File: config.mk
export PLATFORM = sky130hd
export DESIGN_NAME = country_road_detector
export DESIGN_NICKNAME = d
export VERILOG_FILES = /design/src/rtl/traffic_pkg.sv /design/src/rtl/sensor_debounce.sv /design/src/rtl/country_road_detector.sv
export SDC_FILE = /design/constraint.sdc
export NUM_CORES = 1
export LEC_CHECK = 0
export BUFFER_PORTS_ARGS = -buffer_cell sky130_fd_sc_hd__buf_2
export CORE_ASPECT_RATIO = 1.1
export CORE_MARGIN = 2
export CORE_UTILIZATION = 60
export DETAILED_ROUTE_END_ITERATION = 16
export GPL_ROUTABILITY_DRIVEN = 0
export PLACE_DENSITY = 0.91
export SLEW_MARGIN = 5
export SYNTH_ARGS = -nofsm -noshare
export SYNTH_HDL_FRONTEND = slang
export SYNTH_SLANG_ARGS = --single-unit
File: constraint.sdc
create_clock -name clk -period 4.5 [get_ports clk]
set_input_delay 0.225 -clock clk [delete_from_list [all_inputs] [get_ports clk]]
set_output_delay 0.225 -clock clk [all_outputs]
set_load 0.02 [all_outputs]
File: src/rtl/traffic_pkg.sv
// -----------------------------------------------------------------------------
// traffic_pkg
//
// Definitions shared between the traffic signal controller and the
// country-road vehicle detector:
//   - RED / YELLOW / GREEN : one-hot RYG lamp codes as seen on the
//                            controller's country-road lamp bus
//   - det_state_t          : detector FSM state encoding
//   - lamp_is_legal()      : true for exactly one of the three lamp codes
//
// There are no ports; this file only declares types, constants and a helper.
// -----------------------------------------------------------------------------
package traffic_pkg;

  // Lamp bus is ordered {R, Y, G}.
  localparam logic [2:0] RED    = 3'b100;
  localparam logic [2:0] YELLOW = 3'b010;
  localparam logic [2:0] GREEN  = 3'b001;

  typedef enum logic [1:0] {
    DET_IDLE    = 2'd0,  // no cars waiting, no request
    DET_REQ     = 2'd1,  // request raised, waiting for the country green
    DET_SERVE   = 2'd2,  // country green being served
    DET_HOLDOFF = 2'd3   // request withdrawn, waiting out the red gap
  } det_state_t;

  function automatic logic lamp_is_legal(input logic [2:0] lamp);
    return (lamp == RED) || (lamp == YELLOW) || (lamp == GREEN);
  endfunction

endpackage

File: src/rtl/sensor_debounce.sv
// -----------------------------------------------------------------------------
// sensor_debounce
//
// Brings the asynchronous inductive-loop sensor into the clk domain with a
// two-flop synchronizer, then filters it. The filtered output only changes
// once the synchronized value has differed from it for DEBOUNCE consecutive
// cycles; any shorter excursion is discarded.
//
// Parameters:
//   DEBOUNCE : consecutive differing cycles needed to toggle presence (>= 1)
//
// Ports:
//   clk      in  : clock, rising edge
//   clear_n  in  : synchronous active-low reset
//   sensor   in  : raw loop sensor, asynchronous, 1 = vehicle over loop
//   presence out : debounced sensor level
// -----------------------------------------------------------------------------
module sensor_debounce #(
  parameter int DEBOUNCE = 4
) (
  input  logic clk,
  input  logic clear_n,
  input  logic sensor,
  output logic presence
);

  // The counter only ever holds 0 .. DEBOUNCE-1: on the DEBOUNCE-th differing
  // cycle it is cleared instead of incremented.
  localparam int CW = (DEBOUNCE > 1) ? $clog2(DEBOUNCE) : 1;
  localparam logic [CW-1:0] CNT_LAST = CW'(DEBOUNCE - 1);

  // sync_reg[0] is the metastability-catching flop, sync_reg[1] is the
  // stable synchronized sample.
  logic [1:0]    sync_reg;
  logic [CW-1:0] cnt_reg;
  logic          presence_reg;

  always_ff @(posedge clk) begin
    if (!clear_n) begin
      sync_reg     <= 2'b00;
      cnt_reg      <= '0;
      presence_reg <= 1'b0;
    end else begin
      sync_reg <= {sync_reg[0], sensor};

      if (sync_reg[1] == presence_reg) begin
        // Agreement restarts the run; a glitch never accumulates.
        cnt_reg <= '0;
      end else if (cnt_reg == CNT_LAST) begin
        presence_reg <= sync_reg[1];
        cnt_reg      <= '0;
      end else begin
        cnt_reg <= cnt_reg + 1'b1;
      end
    end
  end

  assign presence = presence_reg;

endmodule

File: src/rtl/country_road_detector.sv
// -----------------------------------------------------------------------------
// country_road_detector
//
// Vehicle-detection front end for the country-road approach. Conditions the
// loop sensor (sensor_debounce), counts queued cars and drives the
// controller's `signal` request. The request closes the loop on the
// controller's country lamp: it is withdrawn once the queue is empty or a
// maximum green time has been served, and a new request is then held off
// until the lamp has been RED for HOLDOFF cycles.
//
// Car counting happens one clock after a debounced presence edge:
//   rising edge while the lamp is not GREEN -> car arrived, +1 (saturating)
//   falling edge while the lamp is GREEN    -> car left,    -1 (floor 0)
//   every other edge is ignored.
// The count is never touched by the FSM; cars still queued when a green
// ends simply re-request after the hold-off.
//
// Build option:
//   COUNTRY_LAMP_CHECK_EN : when defined, any lamp code other than RED,
//   YELLOW or GREEN sets the sticky `lamp_fault` flag, and the FSM is held
//   in IDLE (no request) from that edge until clear_n. Counting continues.
//   When undefined, `lamp_fault` is tied low.
//
// Parameters:
//   DEBOUNCE  : sensor debounce length in cycles (>= 1)
//   MAX_GREEN : max cycles of country GREEN served per request (>= 2)
//   HOLDOFF   : cycles of country RED required before re-requesting (>= 1)
//   CNT_W     : car counter width
//
// Ports:
//   clk          in  : clock, rising edge
//   clear_n      in  : synchronous active-low reset, dominates everything
//   sensor       in  : raw loop sensor, asynchronous
//   country_road in  : controller country lamp, one-hot {R,Y,G}
//   signal       out : car request to controller (decoded from state)
//   presence     out : debounced sensor
//   car_count    out : queued cars
//   lamp_fault   out : illegal lamp code seen (sticky)
// -----------------------------------------------------------------------------
module country_road_detector
  import traffic_pkg::*;
#(
  parameter int DEBOUNCE  = 4,
  parameter int MAX_GREEN = 20,
  parameter int HOLDOFF   = 6,
  parameter int CNT_W     = 8
) (
  input  logic             clk,
  input  logic             clear_n,
  input  logic             sensor,
  input  logic [2:0]       country_road,
  output logic             signal,
  output logic             presence,
  output logic [CNT_W-1:0] car_count,
  output logic             lamp_fault
);

  // Green timer holds 0 .. MAX_GREEN-1, gap timer holds 0 .. HOLDOFF-1.
  localparam int GW = (MAX_GREEN > 1) ? $clog2(MAX_GREEN) : 1;
  localparam int HW = (HOLDOFF > 1) ? $clog2(HOLDOFF) : 1;
  localparam logic [GW-1:0] GREEN_LAST = GW'(MAX_GREEN - 1);
  localparam logic [HW-1:0] GAP_LAST   = HW'(HOLDOFF - 1);

  logic lamp_green;
  logic lamp_red;
  logic force_idle;

  assign lamp_green = (country_road == GREEN);
  assign lamp_red   = (country_road == RED);

  // ---------------------------------------------------------------------------
  // Sensor conditioning
  // ---------------------------------------------------------------------------
  logic presence_db;

  sensor_debounce #(
    .DEBOUNCE (DEBOUNCE)
  ) u_debounce (
    .clk      (clk),
    .clear_n  (clear_n),
    .sensor   (sensor),
    .presence (presence_db)
  );

  assign presence = presence_db;

  // ---------------------------------------------------------------------------
  // Car counter
  // ---------------------------------------------------------------------------
  logic             presence_prev_reg;
  logic [CNT_W-1:0] car_count_reg;
  logic             presence_rise;
  logic             presence_fall;

  assign presence_rise = presence_db & ~presence_prev_reg;
  assign presence_fall = ~presence_db & presence_prev_reg;

  always_ff @(posedge clk) begin
    if (!clear_n) begin
      presence_prev_reg <= 1'b0;
      car_count_reg     <= '0;
    end else begin
      presence_prev_reg <= presence_db;

      if (presence_rise && !lamp_green) begin
        if (!(&car_count_reg)) begin
          car_count_reg <= car_count_reg + 1'b1;
        end
      end else if (presence_fall && lamp_green) begin
        if (car_count_reg != '0) begin
          car_count_reg <= car_count_reg - 1'b1;
        end
      end
    end
  end

  assign car_count = car_count_reg;

  // ---------------------------------------------------------------------------
  // Lamp code checking
  // ---------------------------------------------------------------------------
`ifdef COUNTRY_LAMP_CHECK_EN
  logic lamp_fault_reg;
  logic lamp_bad;

  assign lamp_bad = !lamp_is_legal(country_road);

  always_ff @(posedge clk) begin
    if (!clear_n) begin
      lamp_fault_reg <= 1'b0;
    end else if (lamp_bad) begin
      lamp_fault_reg <= 1'b1;
    end
  end

  // The FSM is forced idle on the very edge that captures the bad code, so
  // the request drops together with lamp_fault rising.
  assign force_idle = lamp_fault_reg | lamp_bad;
  assign lamp_fault = lamp_fault_reg;
`else
  assign force_idle = 1'b0;
  assign lamp_fault = 1'b0;
`endif

  // ---------------------------------------------------------------------------
  // Request FSM
  // ---------------------------------------------------------------------------
  det_state_t    state_reg;
  logic [GW-1:0] green_tmr_reg;
  logic [HW-1:0] gap_tmr_reg;

  always_ff @(posedge clk) begin
    if (!clear_n) begin
      state_reg     <= DET_IDLE;
      green_tmr_reg <= '0;
      gap_tmr_reg   <= '0;
    end else if (force_idle) begin
      state_reg     <= DET_IDLE;
      green_tmr_reg <= '0;
      gap_tmr_reg   <= '0;
    end else begin
      case (state_reg)
        DET_IDLE: begin
          if (car_count_reg != '0) begin
            state_reg <= DET_REQ;
          end
        end

        DET_REQ: begin
          if (lamp_green) begin
            state_reg     <= DET_SERVE;
            green_tmr_reg <= '0;
          end
        end

        DET_SERVE: begin
          // Queue-empty exit wins over the max-green exit. A car still over
          // the loop keeps the green even if the counter reads zero.
          if ((car_count_reg == '0) && !presence_db) begin
            state_reg   <= DET_HOLDOFF;
            gap_tmr_reg <= '0;
          end else if (green_tmr_reg == GREEN_LAST) begin
            state_reg   <= DET_HOLDOFF;
            gap_tmr_reg <= '0;
          end else begin
            green_tmr_reg <= green_tmr_reg + 1'b1;
          end
        end

        DET_HOLDOFF: begin
          // Only an unbroken run of RED cycles counts toward the gap.
          if (lamp_red) begin
            if (gap_tmr_reg == GAP_LAST) begin
              state_reg <= DET_IDLE;
            end else begin
              gap_tmr_reg <= gap_tmr_reg + 1'b1;
            end
          end else begin
            gap_tmr_reg <= '0;
          end
        end

        default: begin
          state_reg <= DET_IDLE;
        end
      endcase
    end
  end

  assign signal = (state_reg == DET_REQ) || (state_reg == DET_SERVE);

endmodule
# After elaboration in Yosys (flattened, before gate mapping)
# Index checks and enable logic that the tools add are counted.
[totals]
register_bits = 24
inputBits = 6
output_inout_bits = 11
elab_cells = 77
[classes]
addsub = 5
n_eq_ne = 18
n_mux = 20
bitwise_logic = 6
reduce_logical = 20
[op_table]
columns = ["cell", "count"]
rows = [
  ["2-to-1 mux 8 bit", 4],
  ["2-to-1 mux 5 bit", 3],
  ["inequality test 2 bit, second input constant", 7],
  ["2-to-1 mux 2 bit", 6],
  ["2-to-1 mux 3 bit", 4],
  ["one-hot mux 5 bit (2 select lines)", 1],
  ["adder 8 x 1 -> 8 bit, second input constant", 1],
  ["zero test 8 bit", 1],
  ["one-hot mux 2 bit (4 select lines)", 1],
  ["AND reduction 8 bit", 1],
  ["nonzero test 2 bit", 4],
  ["nonzero test 8 bit", 1],
  ["subtractor 8 x 1 -> 8 bit, second input constant", 1],
  ["== test 2 bit, second input constant", 3],
  ["== test 3 bit, second input constant", 2],
  ["inequality test 3 bit, second input constant", 2],
  ["one-hot mux 3 bit (2 select lines)", 1],
  ["AND reduction 3 bit", 2],
  ["adder 5 x 1 -> 5 bit, second input constant", 1],
  ["== test 5 bit, second input constant", 1],
  ["AND reduction 5 bit", 1],
  ["NOT 1 bit", 4],
  ["AND reduction 4 bit", 1],
  ["adder 3 x 1 -> 3 bit, second input constant", 1],
  ["11 further kinds", 15],
]

# Longest topological paths before layout
[depth]
ltp_word = 5
ltp_mapped = 9
depth_no_buf = 9

# Hierarchy
# A second synthesis with hierarchy kept.
[unflattened]
cells_unflattened = 163
hier_area_um2 = 1525.2
[modules_own_cells]
columns = ["mod", "instances", "cells_each", "area_each_um2", "seq_area_each_um2"]
rows = [
  ["country_road_detector", 1, 150, 1353.8, 380.4],
  ["sensor_debounce", 1, 13, 171.4, 100.1],
]

# Worst setup path after synthesis
# No wires, ideal clock.
[synth_path]
kind = "register to register"
from = "register u_debounce.presence_reg, in the netlist u_debounce.presence"
to = "register car_count_reg[7], in the netlist car_count[7]"
setup_ps = 72
arrival_time_ps = 2326
required_time_ps = 4428
setup_slack_ps = 2102
path_stages_with_launch = 8
n_path_buf = 0
period_less_slack_ps = 2398
cell_sequence = "dfxtp_1 > inv_1 > or3_1 > ha_1 > or3_1 > o211ai_1 > mux2i_1 > mux2i_1"
[synth_via]
elab_chain_len = 5
elab_cells_between_ends = 10
cone_classes = "eq/ne (1); mux (1); bitwise (3); reduce/logical (5)"
[synth_rtl]
columns = ["item", "line", "source"]
rows = [
  ["start: declaration", "sensor_debounce.sv:36", "logic presence_reg;"],
  ["start signal: assignment", "sensor_debounce.sv:50", "presence_reg <= sync_reg[1];"],
  ["NOT 1 bit", "country_road_detector.sv:96", "assign presence_fall = ~presence_db & presence_prev_reg;"],
  ["AND 1 bit", "country_road_detector.sv:96", ""],
  ["logical AND 1 bit", "country_road_detector.sv:109", "end else if (presence_fall && lamp_green) begin"],
  ["nonzero test 2 bit (no source line)", "--", ""],
  ["AND reduction 3 bit (no source line)", "--", ""],
  ["end signal: assignment", "country_road_detector.sv:107", "car_count_reg <= car_count_reg + 1'b1;"],
  ["end signal: assignment", "country_road_detector.sv:111", "car_count_reg <= car_count_reg - 1'b1;"],
  ["end: declaration", "country_road_detector.sv:91", "logic [CNT_W-1:0] car_count_reg;"],
]
# Parallel ways exist; a longest one is shown, timed or not.
# A chain may end at the register's enable or synchronous reset.

# Worst setup path in the final report
# Same ends and word-level chain as after synthesis.

==> flow_metrics.env <==
export IMPL_yosysTopAreaCell="dfxtp_1"
export IMPL_outcome="finished clean"
export IMPL_max_freq_mhz=380
export IMPL_drc=0
export IMPL_ys_ff_latch=24
export IMPL_cts_root_buffer="clkbuf_4"
export IMPL_cts_resized=0
export IMPL_antenna_found_initial=0
export IMPL_synth_area_um2=1530
export IMPL_cts_clk_slew_worst_paths_ps=130
export IMPL_ys_warn_count=0
export IMPL_cts_buffers=3
export IMPL_slew_violations=0
export IMPL_layout_common_cells="dfxtp_1 (24), ha_1 (16), buf_2 (15)"
export IMPL_finalClockSkew_ps=6.06
export IMPL_period_needed_ps=2630
export IMPL_p_per_area_nw_per_um2=238
export IMPL_wirelength_um=3110
export IMPL_finalSetupViolations=0
export IMPL_antenna_left=0
export IMPL_synth_cell_types=47
export IMPL_synth_edf_count=0
export IMPL_async_flop_share=0
export IMPL_p_total_w=0.000396
export IMPL_fp_dieH_um=56.9
export IMPL_seq_area_frac_synth=0.315
export IMPL_muxShareOfSynthArea=0.0598
export IMPL_largest_register_ffs=8
export IMPL_placed_cell_area_um2=1630
export IMPL_timing_hold_violations_final=0
export IMPL_io_buffers=15
export IMPL_met1_usage=0.287
export IMPL_clk_latency_ps=330
export IMPL_ctsLongestPathBuffers=2
export IMPL_via_per_inst=5.86
export IMPL_grt_usage=0.239
export IMPL_synth_top_family_by_area="simple AND/OR/NAND/NOR gates"
export IMPL_initial_utilization=0.623
export IMPL_cts_max_level=1
export IMPL_gr_total_overflow=0
export IMPL_grt_pass1_vias=1256
export IMPL_hold_path_class="input pin to flop"
export IMPL_grt_pass1_wl_um=5510
export IMPL_worstPathArrival_ps=2890
export IMPL_n_antenna_cell=0
export IMPL_leakage_nw=0.710
export IMPL_synthAdderAreaFrac=0.144
export IMPL_design_area_um2=1660
export IMPL_max_slew_margin_rel=0.615
export IMPL_rsz0062_at_grt="false"
export IMPL_syn_nets=186
export IMPL_grt_max_degree=26
export IMPL_drive_gt1_frac=0.145
export IMPL_setup_tns_ps=0
export IMPL_synthCells=163
export IMPL_cts_hold_buf=0
export IMPL_synth_top_area_frac=0.315
export IMPL_hpwl_um=2330
export IMPL_die_area_um2=2960
export IMPL_crit_fanout=9
export IMPL_synthSimpleGateAreaFrac=0.233
export IMPL_die_x_um=52.1
export IMPL_finalNetCount=203
export IMPL_wl_per_cell_um=14.8
export IMPL_fill_cells=204
export IMPL_postCtsSetupBuffers=0
export IMPL_end_kind="flop"
export IMPL_cp_required_ps=4760
export IMPL_synth_xor_xnor_area_share=0.0516
export IMPL_tritoncts="yes"
export IMPL_start_kind="flop"
export IMPL_via_count=1230
export IMPL_avgSynthCellArea_um2=9.36
export IMPL_rows=19
export IMPL_peakVddDrop_mv=0.235
export IMPL_drt_initial_drc_count=45
export IMPL_grt_busiest_layer="met2"
export IMPL_synth_ff_type="dfxtp_1"
export IMPL_grtUsageMet3=0.0319
export IMPL_syn2layout_area_growth_pct=8.85
export IMPL_layout_commonest_cell="dfxtp_1"
export IMPL_grt_met2_usage=0.427
export IMPL_path_class="flop to flop"
export IMPL_yosys_top_cells_area="dfxtp_1 (31%), ha_1 (13%), mux2i_1 (5.2%), nor2b_1 (4.1%), xor2_1 (4.0%)"
export IMPL_max_cap_violations=0
export IMPL_ios=17
export IMPL_worst_pin_slew_ps=578
export IMPL_fin_crit_sh=0.584
export IMPL_coreArea_um2=2450
export IMPL_dr_pass1_iters=4
export IMPL_synth_compound_area_frac=0.155
export IMPL_cts_sinks=24
cells in the mapped netlist (2+ instances only):
cell type and instances:
a21boi_0 4, a21boi_1 2, a21oi_1 2, and2_1 5, and3_1 2, clkbuf_1 2
dfxtp_1 24, ha_1 16, inv_1 12, mux2i_1 8, nand2_1 10, nand2b_1 2
nand3_1 4, nand3b_1 2, nand4_1 3, nor2_1 5, nor2b_1 10, nor3_1 2
nor3b_1 2, o2111ai_1 3, o211ai_1 4, o21ai_0 5, or3_1 3, xnor2_1 2
xor2_1 7
where the power goes:
part / switching [W] / total, W / internal, W
Sequential: 0.00000292 / 0.000220 / 0.000217
Combinational: 0.0000346 / 0.0000587 / 0.0000241
Clock: 0.0000683 / 0.000118 / 0.0000496
Total: 0.000106 / 0.000396 / 0.000290
worst paths after layout:
check	slack, ps	to	cells past startpoint	start
worst max-delay path	1870	car_count[7]	8	u_debounce.presence
worst min-delay path	100	u_debounce.sync_reg[0]	2	sensor
worst max register to register	1870	car_count[7]	8	u_debounce.presence
worst min register to register	440	u_debounce.cnt_reg[0]	1	u_debounce.cnt_reg[0]
metal layers:
metal	wire length [um]	vias to the layer above
li1	-	619
met1	1400	581
met2	1590	26
met3	75	4
met4	39	0
met5	0	-
critical path, cell delays in order, from the launching register on:
cell and delay, ps:
dfxtp_1 510, inv_1 90, or3_1 550, ha_1 340, a21oi_1 260, o2111ai_1 170
o211ai_1 150, mux2i_1 280, mux2i_1 200
per-stage QoR:
stage                     instances   util  hold WS (ps)  setup WS (ps)
after global routing            210  0.679           106           1730
final                           210  0.679           105           1870
after detailed placement        206  0.664           420           1920
after CTS                       210  0.679          96.6           1880
after global placement          206  0.664           412           2070
after floorplan                 163      -           352           2100
area by class of cell:
| class | instances | area (um^2) | share of cell area |
|---|---|---|---|
| clock buffers | 4 | 36.3 | 0.0218 |
| inverters | 12 | 45.0 | 0.0271 |
| multi-input cells | 124 | 986 | 0.593 |
| flip-flops and latches | 24 | 480 | 0.289 |
| well taps | 31 | 38.8 | 0.0233 |
| repair buffers | 15 | 75.1 | 0.0452 |
cell families (layout without fill, tap and decap cells):
logic type                 Yosys count  in the layout
AOI/OAI and AO/OA                   29             29
muxes                                9              9
adders and majority gates           17             17
xor gates and xnor gates             9              9
other                                1              1
DFF                                 24             24
buffers and inverters               15             31
and+or+nand+nor                     59             59
No activity file was read; power rests on OpenSTA's default activity.
